**src/rtl/seg_pkg.sv**
```systemverilog
// Shared constants for the 7-segment scan driver: hex font and special segment codes.
package seg_pkg;

  localparam logic [7:0] SEG_BLANK = 8'h00;
  localparam logic [7:0] SEG_DP    = 8'h80;

  // Bits 6:0 are segments g..a, active high.
  localparam logic [6:0] SEG_FONT [16] = '{
    7'h3f, 7'h06, 7'h5b, 7'h4f, 7'h66, 7'h6d, 7'h7d, 7'h07,
    7'h7f, 7'h6f, 7'h77, 7'h7c, 7'h39, 7'h5e, 7'h79, 7'h71
  };

endpackage

```
**src/rtl/seg_font.sv**
```systemverilog
// Combinational hex-nibble to 7-segment pattern lookup.
module seg_font
  import seg_pkg::*;
(
  input  logic [3:0] nib_i,
  output logic [6:0] font_o
);

  assign font_o = SEG_FONT[nib_i];

endmodule

```
**src/rtl/seg_scan_driver.sv**
```systemverilog
// Time-multiplexed common-cathode 7-segment scanner with frame-aligned shadow registers.
// Optional blink support is compiled in when SEG_SCAN_BLINK_EN is defined.
module seg_scan_driver
  import seg_pkg::*;
#(
  parameter int DIGITS       = 8,
  parameter int SCAN_DIV     = 50000,
  parameter int DEAD         = 500,
  parameter int BLINK_FRAMES = 64
) (
  input  logic                  clk,
  input  logic                  rst,
  input  logic [DIGITS*4-1:0]   digit_data,
  input  logic [DIGITS-1:0]     dp,
  input  logic [DIGITS-1:0]     blank,
  input  logic                  lz_en,
  input  logic                  load,
  input  logic [DIGITS-1:0]     blink_mask,
  output logic [7:0]            seg,
  output logic [DIGITS-1:0]     an,
  output logic                  frame_tick
);

  localparam int CW = $clog2(SCAN_DIV);
  localparam int IW = $clog2(DIGITS);

  logic [CW-1:0]       cnt_q, cnt_d;
  logic [IW-1:0]       idx_q, idx_d;
  logic                pend_q, pend_d;
  logic [DIGITS*4-1:0] data_sh_q;
  logic [DIGITS-1:0]   dp_sh_q, blank_sh_q;
  logic [7:0]          seg_q, seg_d;
  logic [DIGITS-1:0]   an_q, an_d;
  logic                ft_q, ft_d;

  logic                cnt_wrap, frame_wrap, boundary;
  logic                blink_off, suppress;
  logic [IW-1:0]       hi_nz;
  logic [3:0]          nib;
  logic [6:0]          font;

  assign cnt_wrap   = (cnt_q == CW'(SCAN_DIV - 1));
  assign frame_wrap = cnt_wrap && (idx_q == IW'(DIGITS - 1));
  // A load arriving exactly at the boundary is honoured there instead of waiting a frame.
  assign boundary   = frame_wrap && (pend_q || load);

  always_comb begin
    cnt_d  = cnt_wrap ? '0 : cnt_q + 1'b1;
    idx_d  = idx_q;
    if (cnt_wrap) idx_d = frame_wrap ? '0 : idx_q + 1'b1;
    pend_d = boundary ? 1'b0 : (pend_q || load);
  end

  // Highest nonzero shadow digit; digit 0 is the floor so it is never suppressed.
  always_comb begin
    hi_nz = '0;
    for (int i = 1; i < DIGITS; i++) begin
      if (data_sh_q[4*i +: 4] != 4'h0) hi_nz = IW'(i);
    end
  end

  assign nib      = data_sh_q[{idx_q, 2'b00} +: 4];
  assign suppress = lz_en && (idx_q > hi_nz);

  seg_font u_font (
    .nib_i  (nib),
    .font_o (font)
  );

`ifdef SEG_SCAN_BLINK_EN
  localparam int BW = (BLINK_FRAMES > 1) ? $clog2(BLINK_FRAMES) : 1;

  logic [BW-1:0] bcnt_q;
  logic          phase_off_q;

  always_ff @(posedge clk or posedge rst) begin
    if (rst) begin
      bcnt_q      <= '0;
      phase_off_q <= 1'b0;
    end else if (frame_wrap) begin
      if (bcnt_q == BW'(BLINK_FRAMES - 1)) begin
        bcnt_q      <= '0;
        phase_off_q <= ~phase_off_q;
      end else begin
        bcnt_q <= bcnt_q + 1'b1;
      end
    end
  end

  assign blink_off = phase_off_q && blink_mask[idx_q];
`else
  logic unused_blink;
  assign unused_blink = ^blink_mask;
  assign blink_off    = 1'b0;
`endif

  always_comb begin
    seg_d = SEG_BLANK;
    an_d  = '0;
    ft_d  = (cnt_q == '0) && (idx_q == '0);
    if (cnt_q >= CW'(DEAD)) begin
      an_d = DIGITS'(1) << idx_q;
      if (blank_sh_q[idx_q] || blink_off) seg_d = SEG_BLANK;
      else if (suppress)                  seg_d = dp_sh_q[idx_q] ? SEG_DP : SEG_BLANK;
      else                                seg_d = {dp_sh_q[idx_q], font};
    end
  end

  always_ff @(posedge clk or posedge rst) begin
    if (rst) begin
      cnt_q      <= '0;
      idx_q      <= '0;
      pend_q     <= 1'b0;
      data_sh_q  <= '0;
      dp_sh_q    <= '0;
      blank_sh_q <= '0;
      seg_q      <= SEG_BLANK;
      an_q       <= '0;
      ft_q       <= 1'b0;
    end else begin
      cnt_q  <= cnt_d;
      idx_q  <= idx_d;
      pend_q <= pend_d;
      if (boundary) begin
        data_sh_q  <= digit_data;
        dp_sh_q    <= dp;
        blank_sh_q <= blank;
      end
      seg_q <= seg_d;
      an_q  <= an_d;
      ft_q  <= ft_d;
    end
  end

  assign seg        = seg_q;
  assign an         = an_q;
  assign frame_tick = ft_q;

endmodule

```
**config.mk**
```make
export PLATFORM = sky130hd
export DESIGN_NAME = seg_scan_driver
export DESIGN_NICKNAME = d
export VERILOG_FILES = /design/src/rtl/seg_pkg.sv /design/src/rtl/seg_font.sv /design/src/rtl/seg_scan_driver.sv
export SDC_FILE = /design/constraint.sdc
export NUM_CORES = 1
export LEC_CHECK = 0
export ABC_AREA = 0
export ABC_CLOCK_PERIOD_IN_PS = 5200
export BUFFER_PORTS_ARGS = -buffer_cell sky130_fd_sc_hd__buf_2
export CAP_MARGIN = 30
export CELL_PAD_IN_SITES_DETAIL_PLACEMENT = 1
export CELL_PAD_IN_SITES_GLOBAL_PLACEMENT = 1
export CORE_MARGIN = 5
export CORE_UTILIZATION = 45
export CTS_CLUSTER_DIAMETER = 30
export DETAILED_ROUTE_END_ITERATION = 12
export GPL_ROUTABILITY_DRIVEN = 0
export PLACE_DENSITY = 0.89
export SLEW_MARGIN = 20
export SYNTH_ARGS = -nofsm -noshare
export SYNTH_HDL_FRONTEND = slang
export SYNTH_HIERARCHICAL = 1
export SYNTH_SLANG_ARGS = --single-unit
```
**constraint.sdc**
```tcl
create_clock -name clk -period 5.2 [get_ports clk]
set_input_delay 0.26 -clock clk [delete_from_list [all_inputs] [get_ports clk]]
set_output_delay 0.26 -clock clk [all_outputs]
set_load 0.02 [all_outputs]
```
# Word level (Yosys, flattened, before mapping)
# Memory sizes are Yosys's and may differ from the RTL's.
# Cells that the tools add are included.
word_totals:
  reg_bits: 85
  memories: 1
  output_inout_bits: 17
  mem_bits_ro: 112
mem_list:
  columns: ["name", "words", "word_bits", "read_ports", "rd_clocked_by_memory_dff", "wr", "line_no", "text"]
  rows:
  - ["(no name shown)", 16, 7, 1, 0, 0, "seg_font.sv:9", "assign font_o = SEG_FONT[nib_i];"]
op_classes:
  n_eq_ne: 2
  shifts: 2
  mux: 21
  n_lt_le_gt_ge: 4
  addsub: 2
  bitwise_logic: 1
  reduce_logical: 14
ops:
  columns: ["op", "count"]
  rows:
  - ["$mux 8", 5]
  - ["$shiftx 32x6->4", 1]
  - ["$reduce_bool 4->1", 7]
  - ["$mux 3", 7]
  - ["$add 16x1->16 const B", 1]
  - ["$eq 16x16->1 const B", 1]
  - ["$ge 16x9->1 const B", 1]
  - ["$logic_not 16->1", 1]
  - ["$mux 16", 1]
  - ["$mux 7", 2]
  - ["$shl 1x3->8 const A", 1]
  - ["$bmux 1 s3", 2]
  - ["$ge 5x5->1 const B", 1]
  - ["$not 4->5", 1]
  - ["$logic_and 1x1->1", 4]
  - ["$lt 3x4->1 const B", 1]
  - ["$mux 1", 4]
  - ["$add 3x1->3 const B", 1]
  - ["$eq 3x3->1 const B", 1]
  - ["$gt 3x3->1", 1]
  - ["$logic_not 3->1", 1]
  - ["$logic_or 1x1->1", 1]

# Logic depth before layout (Yosys ltp)
# Gate-level depths: netlist (run 1).
depth:
  depth_word: 13
  ltp_mapped: 10

# Hierarchy
# Netlist (run 1), hierarchy kept.
modules_own_cells:
  columns: ["mod", "area_each_um2", "n_inst", "cells_per_inst"]
  rows:
  - ["seg_scan_driver", 3945.0, 1, 309]
  - ["seg_font", 290.3, 1, 33]

# Worst setup path after synthesis (run 1)
# Ideal clock, no wire load.
synth_timing:
  path_type: "register -> register"
  start: "register idx_q[0]"
  end: "register seg_q[3], in the netlist seg[3]"
  synth_period_minus_slack_ps: 2658
  setup_slack_ps: 2542
  arrival_time_ps: 2539
  n_path_buf: 1
  required_time_ps: 5081
  stages_incl_launch_ff: 10
  path_cell_list: "dfrtp_1 > clkbuf_1 > mux4_2 > nand2_1 > nand2_1 > inv_1 > ha_1 > inv_1 > mux4_1 > and2_1"
synth_between:
  elab_chain_cells: 8
  elab_cells_between_ends: 12
synth_rtl:
  columns: ["element", "line_no", "text"]
  rows:
  - ["start, declared", "seg_scan_driver.sv:28", "logic [IW-1:0] idx_q, idx_d;"]
  - ["start signal, assigned", "seg_scan_driver.sv:122", "idx_q <= idx_d;"]
  - ["$shiftx 32x6->4", "seg_scan_driver.sv:62", "assign nib = data_sh_q[{idx_q, 2'b00} +: 4];"]
  - ["net nib[1]", "seg_scan_driver.sv:39", "logic [3:0] nib;"]
  - ["$not 4->5 (not written as such)", "seg_font.sv:9", null]
  - ["$mem_v2 16x7", null, null]
  - ["$mux 7 (not written as such) (2 in a row)", "seg_font.sv:9", null]
  - ["net font[3]", "seg_scan_driver.sv:40", "logic [6:0] font;"]
  - ["$mux 8", "seg_scan_driver.sv:104", "else if (suppress) seg_d = dp_sh_q[idx_q] ? SEG_DP : SEG_BLANK;"]
  - ["$mux 8", "seg_scan_driver.sv:103", "if (blank_sh_q[idx_q] || blink_off) seg_d = SEG_BLANK;"]
  - ["$mux 8", "seg_scan_driver.sv:101", "if (cnt_q >= CW'(DEAD)) begin"]
  - ["net seg_d[3]", "seg_scan_driver.sv:32", "logic [7:0] seg_q, seg_d;"]
  - ["end signal, assigned", "seg_scan_driver.sv:129", "seg_q <= seg_d;"]
  - ["end, declared", "seg_scan_driver.sv:32", null]
# The timed path passes the listed nets, and every way through them passes these cells. The select of a mux whose other input is x is not followed.
# A chain may end at the register's enable or synchronous reset.

# Final worst setup path (run 1)
layout_timing:
  start: "register cnt_q[12]"
  end: "register data_sh_q[25]"
layout_between:
  elab_chain_cells: 3
layout_rtl:
  columns: ["element", "line_no", "text"]
  rows:
  - ["start, declared", "seg_scan_driver.sv:27", "logic [CW-1:0] cnt_q, cnt_d;"]
  - ["start signal, assigned", "seg_scan_driver.sv:121", "cnt_q <= cnt_d;"]
  - ["$eq 16x16->1", "seg_scan_driver.sv:42", "assign cnt_wrap = (cnt_q == CW'(SCAN_DIV - 1));"]
  - ["$logic_and 1x1->1", "seg_scan_driver.sv:43", "assign frame_wrap = cnt_wrap && (idx_q == IW'(DIGITS - 1));"]
  - ["$logic_and 1x1->1", "seg_scan_driver.sv:45", "assign boundary = frame_wrap && (pend_q || load);"]
  - ["end signal, assigned", "seg_scan_driver.sv:125", "data_sh_q <= digit_data;"]
  - ["end, declared", "seg_scan_driver.sv:30", "logic [DIGITS*4-1:0] data_sh_q;"]
# No other way between the ends.

==> results.yml, run 1 <==
floorplanning:
  core_um2: 9200
  die_w_um: 107
  die_area_um2: 11500
  ioPinCount: 77
  die_y_um: 107
  start_util: 0.461
  fp-row-count: 35
placement:
  place_area_um2: 4670
  portBuffers: 68
  place_ws_ps: 2200
  dp_hpwl_um: 6950
drt:
  wire_per_inst_um: 17.6
  vias: 2917
  final_antenna_net_count: 0
  drt-total-wl_um: 9260
  dr.pass1.iters: 4
  drt_drc_violations_left: 0
  via_per_inst: 5.56
  detail_route.iter0.violations: 86
global_route:
  antenna_found_initial: 0
  grt_max_degree: 50
  grt_pass1_wl_um: 15800
  gr-total-overflow: 0
  track_usage: 0.175
  grt_pass1_vias: 3209
final_layout:
  n_antenna_cell: 0
  drive_above_1_share: 0.326
  final_area_um2: 4900
  nets: 487
  syn2layout_area_growth_pct: 15.7
  fin_util: 0.533
  fill_cells: 982
pwr:
  p_leak_uw: 0.00248
  totalPowerFinal_uw: 1220
  power.density_nw_per_um2: 250
  ir_drop_mv: 0.157
cts:
  clockBufferDepth: 2
  clkLatencyLatePin_ps: 350
  cts_hold_buf: 0
  cts_tree: "done"
  cts_buffers: 9
  cts-resized-gates: 0
  post-cts-setup-buffers: 0
  htree_levels: 3
  cts_root_buf: "clkbuf_8"
  clkTransAtPathRegs_ps: 80
  clock_sinks: 85
worst_hold_path:
  hp-class: "input port to async pin"
timing:
  post-route-min-period_ps: 3060
  worst_slack_ps: 2140
  slew_violations: 0
  maxSlewHeadroom: 0.362
  finalSetupViolCount: 0
  worstMarginPinSlew_ps: 949
  setup_tns_ps: 0
  rsz0062_at_grt: "no"
  fin_skew_ps: 10.2
  timing.fmax_ghz: 0.327
  post-route-period-util: 0.589
  hold_violations: 0
synth:
  synth_edf_count: 0
  yosysTopAreaCell: "dfrtp_1"
  synthesis.nets: 420
  synth_top_area_share: 0.502
  synthSimpleGateAreaFrac: 0.134
  synth.area.top_cells: "dfrtp_1 (50%), mux2_2 (8.2%), ha_1 (5.3%)"
  synthCells: 342
  ys_types: 46
  synthArstFlopShare: 1.00
  synth.area.mux_share: 0.206
  syn_avg_cell_area_um2: 12.4
  synth_fa_ha_area_frac: 0.0532
  synth_flop_cell: "dfrtp_1"
  synth_top_family_by_area: "multiplexers"
  synth-compound-area-share: 0.0399
  yosys_warnings: 6
  synthXorXnorAreaFrac: 0.0290
  synth_area_um2: 4240
  synth.ff_latch_count: 85
  ys_seq_area_frac: 0.502
job:
  drv_cap: 0
setup_path:
  crit_type: "register to register"
  slowest_stage: "or4_1"
  rrSetupSlack_ps: 2140
  max_stage_delay_ps: 710
  rr_worst_depth: 5
  crit_chain: "or4_1 > or4_1 > nor3b_4 > buf_4 > mux2_1"
  reg2reg_from: "cnt_q[12]"
  cp.required_ps: 5430
  setup.worst_path.end_class: "register"
  crit_top_cell: "or4_1"
  crit_path_start_kind: "register"
  worst-path-max-fanout: 48
  critPathArrivalTime_ps: 3290
  r2r-end: "data_sh_q[25]"
status:
  status: "finished, final reports clean"
-- stage by stage --
stage	cells	hold slack (ps)
global placement	508	469
floorplan	342	395
CTS	525	7.40
global route	525	47.5
detailed placement	509	399
finish	525	14.3
-- critical path, delay by kind of cell (launching register included) --
kind                   cells  cell delay [ps]
buffers and inverters      1              530
flip-flops                 1              460
multiplexers               1              400
AND/OR/NAND/NOR            3             1520
-- registers in the layout (all words and copies together), names as in the netlist --
signal and cells:
cnt_q 16, idx_q 3, an 8, dp_sh_q 8, pend_q 1, seg 8
data_sh_q 32, blank_sh_q 8, frame_tick 1
-- how the worst max path moves through the flow --
stage,startpoint,to,slack (ps),depth (start not counted)
2_1_floorplan,idx_q[0],seg[3],2540,9
4_1_cts,cnt_q[12],dp_sh_q[6],2130,5
6_report,cnt_q[12],data_sh_q[25],2140,5
5_1_grt,cnt_q[12],data_sh_q[25],2040,5
3_3_place_gp,cnt_q[12],data_sh_q[5],2280,5
3_5_place_dp,cnt_q[12],dp_sh_q[5],2200,5
-- area by class of cell --
class	count	area [um^2]	share of cell area
Multi-Input combinational cell	227	1960	0.399
Clock buffer	11	151	0.0309
Clock inverter	5	82.6	0.0169
Sequential cell	85	2130	0.434
Inverter	14	53.8	0.0110
Tap cell	111	139	0.0283
Timing Repair Buffer	72	390	0.0797
-- cells in the mapped netlist (2+ instances only) --
master	n
dfrtp_1	85
mux2_2	31
nand2_1	22
mux2_1	20
ha_1	18
nor2_1	18
inv_1	14
nor4_1	11
and2_1	10
mux4_2	10
and3_1	8
nor3_1	8
clkbuf_1	7
xnor2_1	7
xor2_1	7
nand3_1	6
nand4_1	6
a21oi_1	5
o21ai_0	5
buf_6	4
nor2b_1	4
mux2i_1	3
or4_1	3
a211oi_1	2
a221oi_1	2
a32oi_1	2
buf_2	2
buf_4	2
o211ai_1	2
or3_1	2
-- per-layer routing --
metal	vias to the layer above	track usage	wire length [um]
met5	-	0	0
met4	0	0.0557	155
met3	9	0.0446	424
met2	67	0.296	4690
met1	1484	0.219	3990
li1	1357	-	-
-- placed cells by master (no fill, tap or decap), types with 11 or more instances in the layout --
| cell type | n |
|---|---|
| dfrtp_1 | 85 |
| buf_2 | 68 |
| mux2_2 | 31 |
| nand2_1 | 22 |
| mux2_1 | 20 |
| nor2_1 | 18 |
| ha_1 | 18 |
| inv_1 | 13 |
| nor4_1 | 11 |
| clkbuf_8 | 11 |
-- report_power, final --
part | internal, uW | switching, uW
Clock | 298 | 231
Sequential | 660 | 0.00000000000000624
Combinational | 16.3 | 19.2
Total | 974 | 250
-- kinds of logic (layout without fill, tap and decap cells) --
family	count (synthesis)	in the layout
AOI/OAI and AO/OA	24	24
xor gates and xnor gates	14	14
adders and majority gates	18	18
buffers and inverters	30	102
DFF	85	85
muxes	66	66
and+or+nand+nor	105	105
No activity file was read; power rests on OpenSTA's default activity.
==> run 2, diff against run 1 <==
ABC_CLOCK_PERIOD_IN_PS = 2500   (was 5200)
CORE_UTILIZATION = 40   (was 45)
PLACE_DENSITY = 0.85   (was 0.89)
clock period = 2.5 ns   (was 5.2 ns; I/O delays follow)
==> run 2 against run 1 <==
The flow now finishes with violations (setup timing); setup slack got worse by 2200 ps; cell count rose by 18%; sequential share of layout area fell by 5.6 points; design area rose by 15%; non-clock buffer count rose by 68; die area rose by 11%; largest power group unchanged.
==> results.yml, run 2 (same netlist as run 1, synthesis figures left out) <==
setup_path:
  crit_chain: "or4_4 > or4_4 > nor3b_4 > buf_4 > clkbuf_16 > mux2_1"
  worst-path-max-fanout: 11
  cp.required_ps: 2740
  crit_path_start_kind: "register"
  setup.worst_path.end_class: "register"
  slowest_stage: "or4_4"
  rr_worst_depth: 6
  crit_type: "register to register"
  max_stage_delay_ps: 550
  crit_top_cell: "or4_4"
  critPathArrivalTime_ps: 2760
status:
  status: "complete, but fails checks"
  violations: "setup timing"
timing:
  worst_slack_ps: -19.6
  post-route-period-util: 1.01
  timing.fmax_ghz: 0.397
  fin_skew_ps: 12.8
  rsz0062_at_grt: "yes"
  hold_violations: 0
  setup_tns_ps: -20.6
  finalSetupViolCount: 3
  slew_violations: 0
  post-route-min-period_ps: 2520
  maxSlewHeadroom: 0.609
  worstMarginPinSlew_ps: 586
final_layout:
  nets: 555
  seq_area_um2: 2130
  instances_no_fill: 620
  final_area_um2: 5640
  syn2layout_area_growth_pct: 33.1
  fin_util: 0.546
  reg_top3: "data_sh_q (32), cnt_q (16)"
  fill_cells: 1092
  regMostFlops: "data_sh_q"
  drive_above_1_share: 0.349
  final_common_cell: "dfrtp_1"
  mostFrequentLayoutCells: "dfrtp_1 (83), buf_2 (68), dlygate4sd3_1 (42)"
  largest_reg_flops: 32
  multi_input_area_um2: 1990
drt:
  detail_route.iter0.violations: 154
  final_antenna_net_count: 0
  wire_per_inst_um: 20.6
  vias: 3327
  drt-total-wl_um: 12800
  dr.pass1.iters: 4
  drt_drc_violations_left: 0
  via_per_inst: 5.37
pwr:
  p_leak_uw: 0.00281
  pwr-share-seq: 0.528
  combPwrFrac: 0.049
  p_sw_uw: 583
  clockPowerShare: 0.423
  intPower_uw: 2020
  swShare: 0.224
  ir_drop_mv: 0.233
  power.density_nw_per_um2: 461
global_route:
  grt_pass1_wl_um: 18600
  grt_pass1_vias: 3568
  track_usage: 0.185
  antenna_found_initial: 2
  grt_max_degree: 55
  gr-total-overflow: 0
worst_hold_path:
  hp-class: "input port to register"
  hold_path_depth: 2
job:
  drv_cap: 0
cts:
  clock_sinks: 85
  clkLatencyLatePin_ps: 360
  clockBufferDepth: 2
  cts_buffers: 9
  cts_root_buf: "clkbuf_8"
  cts_tree: "done"
  clkTransAtPathRegs_ps: 90
  htree_levels: 3
floorplanning:
  ioPinCount: 77
  fp-row-count: 37
  die_w_um: 113
  die_area_um2: 12700
  die_y_um: 113
  core_um2: 10300
  start_util: 0.410
placement:
  place_ws_ps: -38.3
  dp_hpwl_um: 7390
  portBuffers: 68
  dp_cells: 554
  place_area_um2: 4850
## run 2: cell types whose count changed in the layout (fill, tap and decap cells not counted), sizes merged
cell / before / now
diode: 0 / 2
buf: 72 / 96
clkinv: 4 / 5
inv: 13 / 14
dlygate4sd3: 0 / 42
## run 2: critical path: cells and delay by family (launching register included)
kind                   cells  cell delay, ps
buffers and inverters      2             380
flip-flops                 1             400
multiplexers               1             360
AND/OR/NAND/NOR            3            1250
## run 2: path summary, 6_finish.rpt
check,start,to,slack [ps]
setup reg to reg,cnt_q[13],data_sh_q[25],-20
max in group asynchronous,rst,idx_q[0],1440
hold reg to reg,cnt_q[7],cnt_q[7],510
hold / removal,digit_data[4],data_sh_q[4],10
min in group asynchronous,rst,an[7],350
setup / recovery,cnt_q[13],data_sh_q[25],-20
## run 2: routing by layer
metal / vias up / track usage / wire (um)
met1: 1686 / 0.226 / 5270
met2: 112 / 0.318 / 6520
li1: 1494 / - / -
met5: - / 0 / 0
met4: 0 / 0.0689 / 443
met3: 35 / 0.0433 / 534
## run 2: power by group through the flow
| stage | registers (uW) | logic (uW) | clock network, uW |
|---|---|---|---|
| final | 1370 | 128 | 1100 |
| after CTS | 1370 | 124 | 1110 |
| after global placement | 1400 | 72.7 | 0 |
| after floorplan | 1400 | 20.7 | 0 |
| after global routing | 1370 | 142 | 1190 |
| after detailed placement | 1400 | 73.9 | 0 |
## run 2: repair_timing
item / 4_1_cts / 5_1_grt
setup endpoints to repair: 47 / 53
gates resized for setup: 3 / 6
cloned: 1 / 2
hold endpoints to repair: 71 / 1
buffers inserted: 1 / 2
hold buffers: 41 / 1
pin swaps: 1 / 1
## run 2: final cells by class
cell class,instances,area share
diodes,2,0.000888
clock buffers,9,0.0220
clock inverters,7,0.0175
inverters,14,0.00954
multi-input cells,227,0.353
flip-flops and latches,85,0.378
well taps,136,0.0302
repair buffers,140,0.189
## run 2: per-stage QoR
stage	power (uW)	hold slack [ps]
6_report	2600	10.1
5_1_grt	2700	10.5
4_1_cts	2610	0.341
3_5_place_dp	1470	193
3_3_place_gp	1470	183
2_1_floorplan	1420	260
==> run 3, diff against run 2 <==
ABC_CLOCK_PERIOD_IN_PS = 2650   (was 2500)
CORE_UTILIZATION = 45   (was 40)
PLACE_DENSITY = 0.89   (was 0.85)
SYNTH_HIERARCHICAL = not set   (was 1)
clock period = 2.65 ns   (was 2.5 ns; I/O delays follow)
==> run 3 against run 2 <==
The flow still finishes with violations (setup timing); sequential share of layout area up 2.1 points; synthesized cell count is 9.1% lower; worst hold slack got worse by 9.7 ps; area after synthesis is 2.7% lower.
==> results.yml, run 3 <==
pwr:
  p_leak_uw: 0.00278
  combPwrFrac: 0.045
  intPower_uw: 1990
  power.density_nw_per_um2: 475
  clockPowerShare: 0.445
  pwr-share-seq: 0.511
  totalPowerFinal_uw: 2540
  ir_drop_mv: 0.252
  p_sw_uw: 551
  swShare: 0.217
synth:
  synth.area.mux_share: 0.228
  yosys_warnings: 0
  synth_top_area_share: 0.516
  synth_edf_count: 0
  synthArstFlopShare: 1.00
  synth.area.top_cells: "dfrtp_1 (52%), mux2_2 (8.5%), mux2_4 (7.3%)"
  syn_avg_cell_area_um2: 13.2
  synthSimpleGateAreaFrac: 0.116
  synthXorXnorAreaFrac: 0.0298
  synthCells: 311
  synth.ff_latch_count: 85
  synth_top_family_by_area: "multiplexers"
  post-synth-top-count-cell: "dfrtp_1"
  yosysTopAreaCell: "dfrtp_1"
  synth_fa_ha_area_frac: 0.0486
  ys_seq_area_frac: 0.516
  synth-compound-area-share: 0.0371
  synth_flop_cell: "dfrtp_1"
  synth.cells.most_frequent: "dfrtp_1 (85), mux2_2 (31), mux2_4 (20)"
  synthesis.nets: 387
  synth_area_um2: 4120
  ys_types: 40
cts:
  clockBufferDepth: 2
  clkTransAtPathRegs_ps: 90
  cts_buffers: 9
  clock_sinks: 85
  cts_root_buf: "clkbuf_8"
  clkLatencyLatePin_ps: 370
  cts_tree: "done"
  htree_levels: 3
timing:
  timing.fmax_ghz: 0.362
  worst_slack_ps: -112
  post-route-period-util: 1.04
  rsz0062_at_grt: "yes"
  finalSetupViolCount: 7
  slew_violations: 0
  worstMarginPinSlew_ps: 640
  maxSlewHeadroom: 0.561
  post-route-min-period_ps: 2760
  fin_skew_ps: 10.7
  setup_tns_ps: -392
  hold_violations: 0
  worst_hold_slack_ps: 0.413
global_route:
  antenna_found_initial: 0
  track_usage: 0.231
  grt_pass1_vias: 3565
  grt_max_degree: 31
  grt_pass1_wl_um: 19700
  gr-total-overflow: 0
worst_hold_path:
  hp-class: "input port to register"
  min_to: "data_sh_q[19]"
  min_from: "digit_data[19]"
  hold_path_depth: 2
status:
  violations: "setup timing"
  status: "complete, but fails checks"
final_layout:
  final_common_cell: "dfrtp_1"
  regMostFlops: "data_sh_q"
  nets: 506
  n_antenna_cell: 0
  reg_top3: "data_sh_q (32), cnt_q (16)"
  fill_cells: 920
  drive_above_1_share: 0.407
  syn2layout_area_growth_pct: 29.6
  mostFrequentLayoutCells: "dfrtp_1 (84), buf_2 (68), dlygate4sd3_1 (35)"
  largest_reg_flops: 32
drt:
  vias: 3104
  drt-total-wl_um: 12500
  dr.pass1.iters: 4
  detail_route.iter0.violations: 201
  final_antenna_net_count: 0
  via_per_inst: 5.68
  drt_drc_violations_left: 0
  wire_per_inst_um: 22.8
floorplanning:
  core_um2: 9060
  start_util: 0.454
  ioPinCount: 77
  fp-row-count: 35
  die_area_um2: 11200
  die_y_um: 106
  die_w_um: 106
setup_path:
  setup.worst_path.end_class: "register"
  rr_worst_depth: 11
  crit_path_start_kind: "register"
  crit_type: "register to register"
  rrSetupSlack_ps: -110
  critPathArrivalTime_ps: 3040
  reg2reg_from: "data_sh_q[22]"
  r2r-end: "seg[2]"
  cp.required_ps: 2930
  worst-path-max-fanout: 7
job:
  drv_cap: 0
placement:
  portBuffers: 68
  dp_hpwl_um: 7910
run 3: power by group through the flow:
| stage | Clock, uW | Sequential, uW | Combinational (uW) |
|---|---|---|---|
| finish | 1130 | 1300 | 113 |
| global route | 1190 | 1300 | 125 |
| CTS | 1130 | 1300 | 105 |
| detailed placement | 0 | 1320 | 70.0 |
| global placement | 0 | 1320 | 67.2 |
| floorplan | 0 | 1320 | 20.1 |
run 3: layout make-up:
class,count,area [um^2],share of cell area
multi-input combinational,206,1960,0.366
clock buffer,10,128,0.0239
tap,111,139,0.0260
timing repair buffer,119,840,0.157
sequential,85,2130,0.399
inverter,9,35.0,0.00657
clock inverter,6,111,0.0209
run 3: timing repair:
item / 4_1_cts / 5_1_grt
cloned: 0 / 0
hold endpoints to repair: 58 / 4
hold buffers: 31 / 4
setup buffers: 1 / 1
endpoints found under the setup margin: 7 / 7
gates resized for setup: 11 / 2
pin swaps: 7 / 3
run 3: cell families (layout without fill, tap and decap cells):
group | after synthesis | count (layout)
compound gates | 24 | 24
xor+xnor | 14 | 14
fa+ha+maj | 16 | 16
buf+inv | 20 | 144
flops | 85 | 85
mux | 65 | 65
simple gates | 87 | 87
run 3: worst max path at each step:
| stage | start | to | depth (start not counted) |
|---|---|---|---|
| CTS | data_sh_q[22] | seg[2] | 11 |
| finish | data_sh_q[22] | seg[2] | 11 |
| global route | data_sh_q[22] | seg[2] | 11 |
| detailed placement | data_sh_q[20] | seg[2] | 11 |
| floorplan | data_sh_q[20] | seg[2] | 10 |
| global placement | data_sh_q[20] | seg[2] | 11 |
run 3: per-layer routing:
metal,up-vias,track usage,wire [um],part of all wire
met5,-,0,0,0
met4,0,0.109,516,0.041
met3,44,0.0533,663,0.053
met2,115,0.417,6570,0.53
met1,1584,0.255,4710,0.38
li1,1361,-,-,-
run 3: worst max-delay path, cell delays in order, from the launching register on:
cell	delay, ps
dfrtp_1	400
or4_4	540
nand2b_4	160
a21oi_2	130
nor2_1	60
ha_1	300
nor2b_1	150
o21a_1	170
o211ai_1	170
nand4_1	200
buf_6	210
a311oi_2	180
run 3: stage by stage:
stage / utilization / worst slack, ps / cell area [um^2] / instances
2_1_floorplan: - / 170 / 4120 / 311
3_3_place_gp: 0.515 / 37.0 / 4660 / 493
3_5_place_dp: 0.515 / -149 / 4660 / 493
4_1_cts: 0.583 / -52.3 / 5280 / 541
5_1_grt: 0.589 / -245 / 5340 / 546
6_report: 0.589 / -112 / 5340 / 546
